### src/rtl/ifetch_stage.sv
// ifetch_stage: MIPS instruction-fetch stage.
// Drives the combinational instruction memory from the PC register and
// captures the returned word into the IF/ID register. Applies decode
// redirects with delay-slot semantics and halts on a jump to HALT_ADDR.
// Optional feature macro: IFETCH_ALIGN_CHECK_EN (trap misaligned redirects
// into a FAULT state; when undefined, redirect targets are word-aligned).
module ifetch_stage #(
  parameter logic [31:0] RESET_VECTOR = 32'hBFC00000,
  parameter logic [31:0] HALT_ADDR    = 32'h00000000
) (
  input  logic        clk,
  input  logic        reset_n,
  input  logic        stall,
  input  logic        redirect_valid,
  input  logic [31:0] redirect_target,
  output logic [31:0] instr_address,
  input  logic [31:0] instr_readdata,
  output logic        id_valid,
  output logic [31:0] id_instr,
  output logic [31:0] id_pc,
  output logic        active,
  output logic        fault,
  output logic [31:0] fault_addr
);

`ifdef IFETCH_ALIGN_CHECK_EN
  typedef enum logic [1:0] {
    S_RUN    = 2'd0,
    S_HALTED = 2'd1,
    S_FAULT  = 2'd2
  } state_t;
`else
  typedef enum logic [1:0] {
    S_RUN    = 2'd0,
    S_HALTED = 2'd1
  } state_t;
`endif

  state_t      r_state;
  state_t      w_state_nxt;
  logic [31:0] r_pc;
  logic [31:0] w_pc_nxt;
  logic [31:0] w_pc_inc;
  logic [31:0] w_target;
  logic        r_id_valid;
  logic        w_id_valid_nxt;
  logic        w_capture;
  logic [31:0] r_id_instr;
  logic [31:0] r_id_pc;
`ifdef IFETCH_ALIGN_CHECK_EN
  logic        w_misaligned;
  logic        w_fault_set;
  logic        r_fault;
  logic [31:0] r_fault_addr;
`endif

  // Sequential fetch address; wraps modulo 2^32 and never halts by itself.
  assign w_pc_inc = r_pc + 32'd4;

`ifdef IFETCH_ALIGN_CHECK_EN
  assign w_target     = redirect_target;
  assign w_misaligned = |redirect_target[1:0];
`else
  // Without the trap, low target bits are simply dropped.
  assign w_target = redirect_target & 32'hFFFF_FFFC;
`endif

  // Next-state, next-PC and capture decisions.
  always_comb begin
    w_state_nxt    = r_state;
    w_pc_nxt       = r_pc;
    w_id_valid_nxt = r_id_valid;
    w_capture      = 1'b0;
`ifdef IFETCH_ALIGN_CHECK_EN
    w_fault_set    = 1'b0;
`endif
    case (r_state)
      S_RUN: begin
        // A stalled cycle holds everything and ignores the redirect; decode
        // keeps it asserted so it is taken once the stall drops.
        if (!stall) begin
          // Whatever sits at IF is captured: sequential word or delay slot.
          w_capture      = 1'b1;
          w_id_valid_nxt = 1'b1;
          if (redirect_valid) begin
`ifdef IFETCH_ALIGN_CHECK_EN
            if (w_misaligned) begin
              w_state_nxt = S_FAULT;
              w_pc_nxt    = w_pc_inc;
              w_fault_set = 1'b1;
            end else begin
              w_pc_nxt = w_target;
              if (w_target == HALT_ADDR) w_state_nxt = S_HALTED;
            end
`else
            w_pc_nxt = w_target;
            if (w_target == HALT_ADDR) w_state_nxt = S_HALTED;
`endif
          end else begin
            w_pc_nxt = w_pc_inc;
          end
        end
      end
      S_HALTED: begin
        w_id_valid_nxt = 1'b0;
      end
`ifdef IFETCH_ALIGN_CHECK_EN
      S_FAULT: begin
        w_id_valid_nxt = 1'b0;
      end
`endif
      default: begin
        w_state_nxt    = S_RUN;
        w_id_valid_nxt = 1'b0;
      end
    endcase
  end

  // State, PC and IF/ID register; reset overrides stall and redirect.
  always_ff @(posedge clk) begin
    if (!reset_n) begin
      r_state    <= S_RUN;
      r_pc       <= RESET_VECTOR;
      r_id_valid <= 1'b0;
      r_id_instr <= 32'd0;
      r_id_pc    <= 32'd0;
    end else begin
      r_state    <= w_state_nxt;
      r_pc       <= w_pc_nxt;
      r_id_valid <= w_id_valid_nxt;
      if (w_capture) begin
        r_id_instr <= instr_readdata;
        r_id_pc    <= r_pc;
      end
    end
  end

`ifdef IFETCH_ALIGN_CHECK_EN
  // Sticky fault flag and the target that caused it.
  always_ff @(posedge clk) begin
    if (!reset_n) begin
      r_fault      <= 1'b0;
      r_fault_addr <= 32'd0;
    end else if (w_fault_set) begin
      r_fault      <= 1'b1;
      r_fault_addr <= w_target;
    end
  end

  assign fault      = r_fault;
  assign fault_addr = r_fault_addr;
`else
  assign fault      = 1'b0;
  assign fault_addr = 32'd0;
`endif

  assign instr_address = r_pc;
  assign id_valid      = r_id_valid;
  assign id_instr      = r_id_instr;
  assign id_pc         = r_id_pc;
  assign active        = (r_state == S_RUN);

endmodule

### config.mk
export PLATFORM = sky130hd
export DESIGN_NAME = ifetch_stage
export DESIGN_NICKNAME = d
export VERILOG_FILES = /design/src/rtl/ifetch_stage.sv
export SDC_FILE = /design/constraint.sdc
export NUM_CORES = 1
export LEC_CHECK = 0
export CORE_ASPECT_RATIO = 1.1
export CORE_MARGIN = 4
export CORE_UTILIZATION = 42
export DETAILED_ROUTE_END_ITERATION = 6
export GPL_TIMING_DRIVEN = 0
export PLACE_DENSITY_LB_ADDON = 0.08
export SETUP_SLACK_MARGIN = 0.05
export SYNTH_ARGS = -nofsm -noshare
export SYNTH_HDL_FRONTEND = slang
export SYNTH_SLANG_ARGS = --single-unit
### constraint.sdc
create_clock -name clk -period 2.5 [get_ports clk]
set_clock_uncertainty 0.2 [all_clocks]
set_input_delay 0.5 -clock clk [delete_from_list [all_inputs] [get_ports clk]]
set_output_delay 0.5 -clock clk [all_outputs]
set_load 0.1 [all_outputs]
==> flow_summary.ini, run 1 <==
[timing]
setup_viol = 0
slew_violations = 0
final_hold_viol_count = 0
maxSlewHeadroom_pct = 34.3
worst_pin_slew_ns = 0.990
max_freq_mhz = 411
min_period_ns = 2.43
min_period_over_period_pct = 97.3
rsz0062_at_grt = yes

[logic_synthesis]
synthArstFlopShare_pct = 0
syn_inst = 587
synth.most_common_cell = nand2_1
synth-edff-count = 0
ys_seq_elements = 94
synth_top_area_cell = dfxtp_1
synth_top_area_share_pct = 42.5
seq_area_frac_synth_pct = 42.5
synthFlopType = dfxtp_1
ys_top_cells_by_count = nand2_1, dfxtp_1, a21oi_1
yosysWarnings = 0
yosysUniqueCellTypes = 48
syn_area_sq_um = 4430
avgSynthCellArea_sq_um = 7.55
synth.area.top_cells = dfxtp_1, nand2_1, a21oi_1, buf_4, o21ai_0

[detailed_routing]
drt_pass1_iterations = 5
wl_per_cell_um = 16.3
antenna_left = 0
vias_per_cell = 5.20
vias = 4890
routed_wl_um = 15300
route.detailed.drc = 0
drt-initial-drc-count = 365

[grt]
grt_pass1_wl_um = 24200
grt_pass1_vias = 4708
grt_use_total_pct = 24.7
antenna_found_initial = 0
grt_max_degree = 15
grt_overflow_total = 0

[critical_path]
cpPeakStageDelay_ns = 0.56
cp_slowest_cell = nor4_2
critPathMostFrequentCell = nand4_1
required_ns = 2.56
path_class = reg -> reg
crit_path_end_kind = flip-flop
cp-start-kind = flip-flop
path_buf_inv = 2
crit_path_cell_trace = buf_2, nand4_1, buf_4, nor4_2, nand4_1, mux2_2, o21ai_0
worstPathArrival_ns = 2.50
critPathMaxFanout = 8
critical_path.top_delay_family = simple AND/OR/NAND/NOR gates

[power]
p_comb_share_pct = 31.6
vdd.ir_drop.worst_uv = 426
powerDensity_nw_per_um2 = 659
p_sw_w = 0.00171
p_leak_nw = 2.88
p_int_w = 0.00267
clockPowerShare_pct = 30.7
power.share.sequential_pct = 37.7
swShare_pct = 39.1

[clocking]
cts_sinks = 94
root_buffer = clkbuf_16
cts.path.max_buffers = 2
cts_buffers = 9
h-tree-depth = 3
clk_pin_slew_ns = 0.06
cts_hold_buf = 0
cts_tree = yes
clk-insertion-delay-late_ns = 0.34

[status]
status = finished, final reports clean

[floorplan]
num_rows = 39
dieArea_sq_um = 12300
die_w_um = 106
fp.dieH_um = 116
coreArea_sq_um = 10300
start_util_pct = 42.8
num_io_pins = 199

[place]
placed_area_sq_um = 6400
finalWeightedCongestion = 0.955
place_hpwl_um = 11600
portBuffers = 159

[final_layout]
antennaDiodeCount = 0
drive_gt1_share_pct = 13.9
finish.utilization_pct = 64.2
stdcell_area_sq_um = 6640
nNetsFinal = 862
fill_cells = 985
area_growth_pct = 49.9

[hold_path]
hold_path_class = reg -> reg

[flow_run]
max_cap_viol_count = 0
-- area by class of cell --
cell class | instances | area, sq um | area share (%)
Buffer | 78 | 453 | 6.82
Clock buffer | 14 | 285 | 4.30
Clock inverter | 2 | 11.3 | 0.170
Inverter | 7 | 26.3 | 0.396
Multi-Input combinational cell | 443 | 2260 | 34.0
Sequential cell | 94 | 1950 | 29.3
Tap cell | 143 | 179 | 2.69
Timing Repair Buffer | 160 | 1480 | 22.3
-- power groups by stage --
stage	sequential [W]	clock (W)	combinational [W]
finish	0.00165	0.00134	0.00138
global route	0.00166	0.00143	0.00144
CTS	0.00165	0.00137	0.00138
detailed placement	0.00168	0	0.00143
global placement	0.00168	0	0.00142
floorplan	0.00224	0	0.000507
-- worst paths after layout --
check,start,endpoint,slack (ns),depth (start not counted)
setup reg to reg,instr_address[9],instr_address[23],0.07,7
hold reg to reg,id_instr[5],id_instr[5],0.25,2
setup / recovery,instr_address[9],instr_address[23],0.07,7
hold / removal,id_instr[5],id_instr[5],0.25,2
-- cell families after synthesis --
logic type                 synth area share, %
muxes                                     1.16
DFF                                       42.5
adders and majority gates                0.282
other                                   0.0847
and+or+nand+nor                           24.9
AOI/OAI and AO/OA                         20.6
buffers and inverters                     10.5
-- sequential cells by signal, summed over array words and instances (netlist names) --
register / cells
r_state: 1
id_pc: 30
instr_address: 30
id_valid: 1
id_instr: 32
-- worst reg2reg max path, stage by stage, from the launching register on --
cell and delay [ns]:
dfxtp_4 0.34, buf_2 0.17, nand4_1 0.24, buf_4 0.22, nor4_2 0.56, nand4_1 0.17
mux2_2 0.29, o21ai_0 0.16
-- per-stage QoR --
step	hold WS [ns]	setup WS (ns)	setup TNS, ns	total power [W]	instances
2_1_floorplan	0.250	0.0285	0	0.00275	623
3_3_place_gp	0.241	-0.542	-33.39	0.00310	925
3_5_place_dp	0.246	-0.592	-33.68	0.00311	925
4_1_cts	0.253	0.0487	0	0.00439	941
5_1_grt	0.263	0.00221	0	0.00453	941
6_report	0.248	0.0669	0	0.00438	941
-- timing repair --
action                     4_1_cts  5_1_grt
pin swaps                        0        1
buffers inserted                 0        1
setup endpoints to repair      174       78
resized for setup              103       17
gates cloned                     0        0
-- cells in the final DEF, fill, tap and decap left out, types with 3 or more instances in the layout --
master and count:
conb_1 37, or3_1 6, dfxtp_4 13, a31oi_1 4, buf_2 3, mux2i_1 4, inv_1 6, a21oi_1 78
or4_1 5, dlygate4sd2_1 94, clkdlybuf4s50_1 65, clkbuf_1 24, a22oi_1 7, nor3_1 11, nand4_1 12, clkbuf_2 14
and3_1 3, clkbuf_16 10, a211oi_1 9, dfxtp_2 13, nand2_1 142, nor4_1 11, a32oi_1 3, o21ai_0 27
buf_4 38, dfxtp_1 68, nor4_2 3, nand3_1 8, nor2_1 31, o31ai_1 5
-- per-layer routing --
layer | part of all wire, % | routed length [um] | track usage (%) | vias up
met1 | 41 | 6240 | 30.8 | 2204
met2 | 46 | 7120 | 40.1 | 263
li1 | - | - | - | 2391
met4 | 2.5 | 385 | 11.2 | 0
met5 | 0 | 0 | 0 | -
met3 | 10 | 1580 | 6.74 | 32
Power figures use the tool's default switching activity.
==> run 2, diff against run 1 <==
Settings changed: CORE_UTILIZATION 42 to 25, DONT_BUFFER_PORTS set to 1, SLEW_MARGIN set to 15.
==> run 2 against run 1 <==
Net effect: first-iteration DRC count decreased by 25%; global-route usage is 7.6 points lower; setup slack worse by 0.047 ns.
==> flow_summary.ini, run 2 (same netlist as run 1, synthesis figures left out) <==
[final_layout]
layout_commonest_cell = nand2_1
stdcell_area_sq_um = 5620
nNetsFinal = 715
multiInputGateArea_sq_um = 2380
mostFrequentLayoutCells = nand2_1, a21oi_1, dfxtp_1
antennaDiodeCount = 0
area_growth_pct = 26.8
finish.utilization_pct = 32.6
drive_gt1_share_pct = 20.9
largest_reg_flops = 32
fill_cells = 1884
regArea_sq_um = 1980

[detailed_routing]
dr_wl_met2_um = 8330
antenna_left = 0
wl_per_cell_um = 19.7
routed_wl_um = 17400
topRoutingLayerUsed = met4
wl_met1_um = 7060
dr_wl_met3_um = 1690
route.detailed.drc = 0
vias_per_cell = 4.94
vias = 4375
drt-initial-drc-count = 273
drt_pass1_iterations = 7

[clocking]
cts.path.max_buffers = 2
root_buffer = clkbuf_16
cts_buffers = 9
clk-insertion-delay-late_ns = 0.35
cts_tree = yes
clk_pin_slew_ns = 0.07
h-tree-depth = 3
cts_sinks = 94

[critical_path]
cp-start-kind = flip-flop
path_buf_inv = 1
critical_path.top_delay_family = simple AND/OR/NAND/NOR gates
required_ns = 2.53
critPathMaxFanout = 8
reg2reg_slack_ns = 0.02
regToRegStartpoint = instr_address[16]
worstPathArrival_ns = 2.51
cpPeakStageDelay_ns = 0.60
path_class = reg -> reg
worst-r2r-cell-count = 6
cp_slowest_cell = dfxtp_4
reg2reg_to = instr_address[31]
crit_path_end_kind = flip-flop
crit_path_cell_trace = nand3_4, or4_4, buf_8, o41ai_4, a21boi_1, or3_1

[power]
clockPowerShare_pct = 35.6
p_int_w = 0.00270
p_leak_nw = 2.13
p_sw_w = 0.00174
powerDensity_nw_per_um2 = 791
p_comb_share_pct = 13.9
power_w = 0.00444
swShare_pct = 39.2
vdd.ir_drop.worst_uv = 339
power.share.sequential_pct = 50.5

[hold_path]
whs_endpoint = id_valid
worstHoldStart = stall
hold_path_class = in -> reg
holdPathStages = 1

[timing]
setup_viol = 0
final_hold_viol_count = 0
min_period_over_period_pct = 99.2
maxSlewHeadroom_pct = 26.0
setup-tns-final_ns = 0
worst_pin_slew_ns = 1.11
slew_violations = 0
rsz0062_at_grt = yes
max_freq_mhz = 403
timing.final.ws_setup_ns = 0.0200
min_period_ns = 2.48

[place]
place_hpwl_um = 12700
finalWeightedCongestion = 0.867
place_ws_ns = -0.464
placed_area_sq_um = 4920
portBuffers = 0

[floorplan]
num_rows = 50
num_io_pins = 199
coreArea_sq_um = 17200
die_w_um = 135
dieArea_sq_um = 19900
fp.dieH_um = 148
start_util_pct = 25.7

[grt]
antenna_found_initial = 0
grt_use_total_pct = 17.0
grt_max_degree = 16
grt_overflow_total = 0
grt_pass1_vias = 4299
grt_pass1_wl_um = 25900

[flow_run]
max_cap_viol_count = 0

[status]
status = finished, final reports clean
run 2: cell count changes in the layout (fill, tap and decap cells not counted), moves of 2 or more:
cell | before | now
dlygate4sd2_1 | 94 | 0
dfxtp_2 | 13 | 3
clkdlybuf4s50_1 | 65 | 0
nor4_2 | 3 | 1
nand3_4 | 1 | 3
nor4_4 | 0 | 3
buf_6 | 0 | 3
nor3_2 | 0 | 2
buf_8 | 0 | 2
nor3_1 | 11 | 9
dfxtp_4 | 13 | 26
dfxtp_1 | 68 | 65
buf_4 | 38 | 48
clkbuf_2 | 14 | 11
run 2: worst register-to-register path, delay by kind of cell (launching register included):
family,cells,cell delay (ns)
and+or+nand+nor,3,1.05
DFF,1,0.60
buffers and inverters,1,0.15
AOI/OAI and AO/OA,2,0.37
run 2: power by group through the flow:
stage / Combinational [W] / Sequential [W] / Clock [W]
6_report: 0.000619 / 0.00224 / 0.00158
5_1_grt: 0.000665 / 0.00226 / 0.00169
4_1_cts: 0.000606 / 0.00225 / 0.00163
3_5_place_dp: 0.000597 / 0.00228 / 0
3_3_place_gp: 0.000591 / 0.00228 / 0
2_1_floorplan: 0.000507 / 0.00224 / 0
run 2: what timing repair did:
item	4_1_cts	5_1_grt
buffers inserted	6	7
cloned	0	0
endpoints found under the setup margin	82	65
gates resized for setup	38	34
pin swaps	5	9
hold buffers	0	0
run 2: worst max path at each step:
stage / cells past startpoint / endpoint / from / slack, ns
final: 6 / instr_address[31] / instr_address[16] / 0.02
after global routing: 6 / instr_address[31] / instr_address[16] / -0.05
after CTS: 6 / instr_address[31] / instr_address[13] / -0.02
after detailed placement: 6 / instr_address[22] / instr_address[7] / -0.46
after global placement: 6 / instr_address[22] / instr_address[7] / -0.45
after floorplan: 6 / instr_address[31] / instr_address[10] / 0.03
run 2: layer usage:
metal / vias up / global-route usage [%]
met5: - / 0
met4: 0 / 6.21
met3: 22 / 6.54
met2: 185 / 27.7
met1: 2068 / 20.5
li1: 2100 / -
run 2: layout make-up:
| type | instances | area share, % |
|---|---|---|
| multi-input combinational | 443 | 42.4 |
| inverter | 7 | 0.468 |
| clock inverter | 1 | 0.535 |
| buffer | 78 | 8.51 |
| sequential | 94 | 35.3 |
| timing repair buffer | 13 | 1.87 |
| clock buffer | 15 | 5.70 |
| tap | 234 | 5.21 |
run 2: through the flow:
stage | hold slack [ns] | cells
after floorplan | 0.250 | 623
after global placement | 0.277 | 857
after detailed placement | 0.289 | 857
after CTS | 0.0309 | 878
after global routing | 0.0479 | 885
final | 0.0485 | 885
==> RTL change (settings of run 2) <==
The option `IFETCH_ALIGN_CHECK_EN` is turned on by a define.
--- a/src/rtl/ifetch_stage.sv
+++ b/src/rtl/ifetch_stage.sv
@@ -4,6 +4,8 @@
 // redirects with delay-slot semantics and halts on a jump to HALT_ADDR.
 // Optional feature macro: IFETCH_ALIGN_CHECK_EN (trap misaligned redirects
 // into a FAULT state; when undefined, redirect targets are word-aligned).
+`define IFETCH_ALIGN_CHECK_EN
+
 module ifetch_stage #(
   parameter logic [31:0] RESET_VECTOR = 32'hBFC00000,
   parameter logic [31:0] HALT_ADDR    = 32'h00000000
Behaviour: not the same (Yosys sat finds a counterexample within 4 cycles, from zero or initial values and one cycle with reset_n low).
==> RTL change against run 2 <==
Sequential share of layout area up 5.1 points. Wire length up 29%. Synthesized cell count is 21% higher. Area after synthesis up 23%. First-iteration DRC count grew 43%. Worst hold slack worse by 0.038 ns. Worst setup slack better by 0.015 ns. Design area up 20%. Non-clock buffer count down 21. Power is 31% higher. Sequential cell count up 38. Count of clock-buffer cells in the layout up 7. Sequential power up 33%. Largest power group unchanged.
==> RTL change: results <==
[logic_synthesis]
synthDistinctLibCells = 54
synth_area_leaders = "dfxtp_1, nand2_1, a21oi_1, clkbuf_1, o21ai_0"
async_flop_share = 0
yosys_warnings = 0
syn_avg_cell_area_um2 = 7.66
yosysSeqAreaShare = 0.485
synth_flop_cell = "dfxtp_1"
synth_common_cells = "nand2_1, dfxtp_1, a21oi_1"
synth_fp_nets = 781

[clock_tree]
cts_buffer_depth = 2
cts_root_buffer = "clkbuf_16"
cts_buffers = 17
clkTransAtPathRegs_ns = 0.06
insertion_delay_ns = 0.42
htree_levels = 4

[min_path]
worstHoldPathType = "in2reg"

[cells_and_area]
final_cells = 1048
num-fill-cells = 2299
antennaDiodeCount = 0
layout-drive-gt1-share = 0.154
nNetsFinal = 816

[drt]
firstDrtPassIters = 5
num_vias = 5352
wl_um = 22400
first_iter_violations = 391

[power_and_ir_drop]
peakVddDrop_uv = 433
p_leak_nw = 2.39

[global_routing]
grt_antenna_before_repair = 0
grt_pass1_vias = 5473
grt_pass1_wl_um = 33400
grt_use_total = 0.182
grt_max_degree = 17

[outcome]
status = "finished, final reports clean"

[place]
gp_congestion = 0.856
port_buffers = 0
dpl.hpwl_um = 16600

[worst_setup_path]
arrival_ns = 2.59
crit_path_top_delay_cell = "dfxtp_4"
critical-path-top-delay-family = "simple AND/OR/NAND/NOR gates"
cp_slowest_stage_delay_ns = 0.54
crit_path_max_fanout = 4

[sta]
slew_headroom = 0.257
## RTL change: cell types whose count changed after synthesis, moves of 5 or more
cell,before,now
nand2_1,142,213
nand3_1,9,14
a21oi_1,78,118
a311oi_1,0,7
clkbuf_1,33,45
a22oi_1,7,2
a211oi_1,9,3
buf_4,37,0
dfxtp_1,94,132
## RTL change: logic make-up (layout without fill, tap and decap cells)
logic type / after synthesis / count (layout) / synth area share
adders and majority gates: 2 / 2 / 0.00459
buffers and inverters: 62 / 109 / 0.0434
AOI/OAI and AO/OA: 192 / 192 / 0.205
and+or+nand+nor: 321 / 321 / 0.258
DFF: 132 / 132 / 0.485
muxes: 2 / 2 / 0.00368
## RTL change: what timing repair did
item / in CTS / in global routing
setup buffers: 5 / 5
pin swaps: 2 / 4
resized for setup: 49 / 45
hold buffers: 8 / 1
hold endpoints to repair: 8 / 1
endpoints found under the setup margin: 130 / 100
## RTL change: cell type report
type,instances,area share
flip-flops and latches,132,0.404
clock inverters,9,0.0118
repair buffers,19,0.0244
multi-input cells,517,0.394
clock buffers,22,0.0701
plain buffers,51,0.0383
inverters,8,0.00444
well taps,290,0.0536
## RTL change: metrics by stage
step                TNS, ns  instance area (um^2)  setup WS [ns]  hold WS [ns]  power, mW
floorplan            -0.134                  5480         -0.134         0.250       3.31
global placement     -69.01                  5840         -0.934         0.265       3.48
detailed placement   -71.39                  5850         -0.977         0.276       3.49
CTS                  -0.192                  6640        -0.0695      0.000583       5.89
global route        -0.0293                  6770        -0.0293       0.00613       6.05
finish                    0                  6770         0.0348        0.0109       5.84
## RTL change: where the power goes
part	leakage, nW	switching (mW)	internal (mW)
sequential	1.09	0.799	2.19
clock	0.264	0.946	1.43
combinational	1.03	0.314	0.152
total	2.39	2.06	3.78
## RTL change: metal layers
| metal | wire length [um] | part of all wire | track usage | vias to the layer above |
|---|---|---|---|---|
| met1 | 8730 | 0.39 | 0.211 | 2527 |
| met3 | 2220 | 0.099 | 0.0701 | 40 |
| li1 | - | - | - | 2544 |
| met5 | 0 | 0 | 0 | - |
| met4 | 638 | 0.028 | 0.0728 | 0 |
| met2 | 10800 | 0.48 | 0.304 | 241 |
## RTL change: path summary, 6_finish.rpt
check                                     start                        endpoint  slack (ns)  depth (start not counted)
setup / recovery  instr_address[9]$_SDFFE_PN0P_  instr_address[27]$_SDFFE_PN1P_        0.03                          6
hold / removal              redirect_target[23]     fault_addr[23]$_SDFFE_PN0P_        0.01                          2
hold reg to reg         r_state[0]$_SDFFE_PN0P_         r_state[0]$_SDFFE_PN0P_        0.29                          2
setup reg to reg  instr_address[9]$_SDFFE_PN0P_  instr_address[27]$_SDFFE_PN1P_        0.03                          6
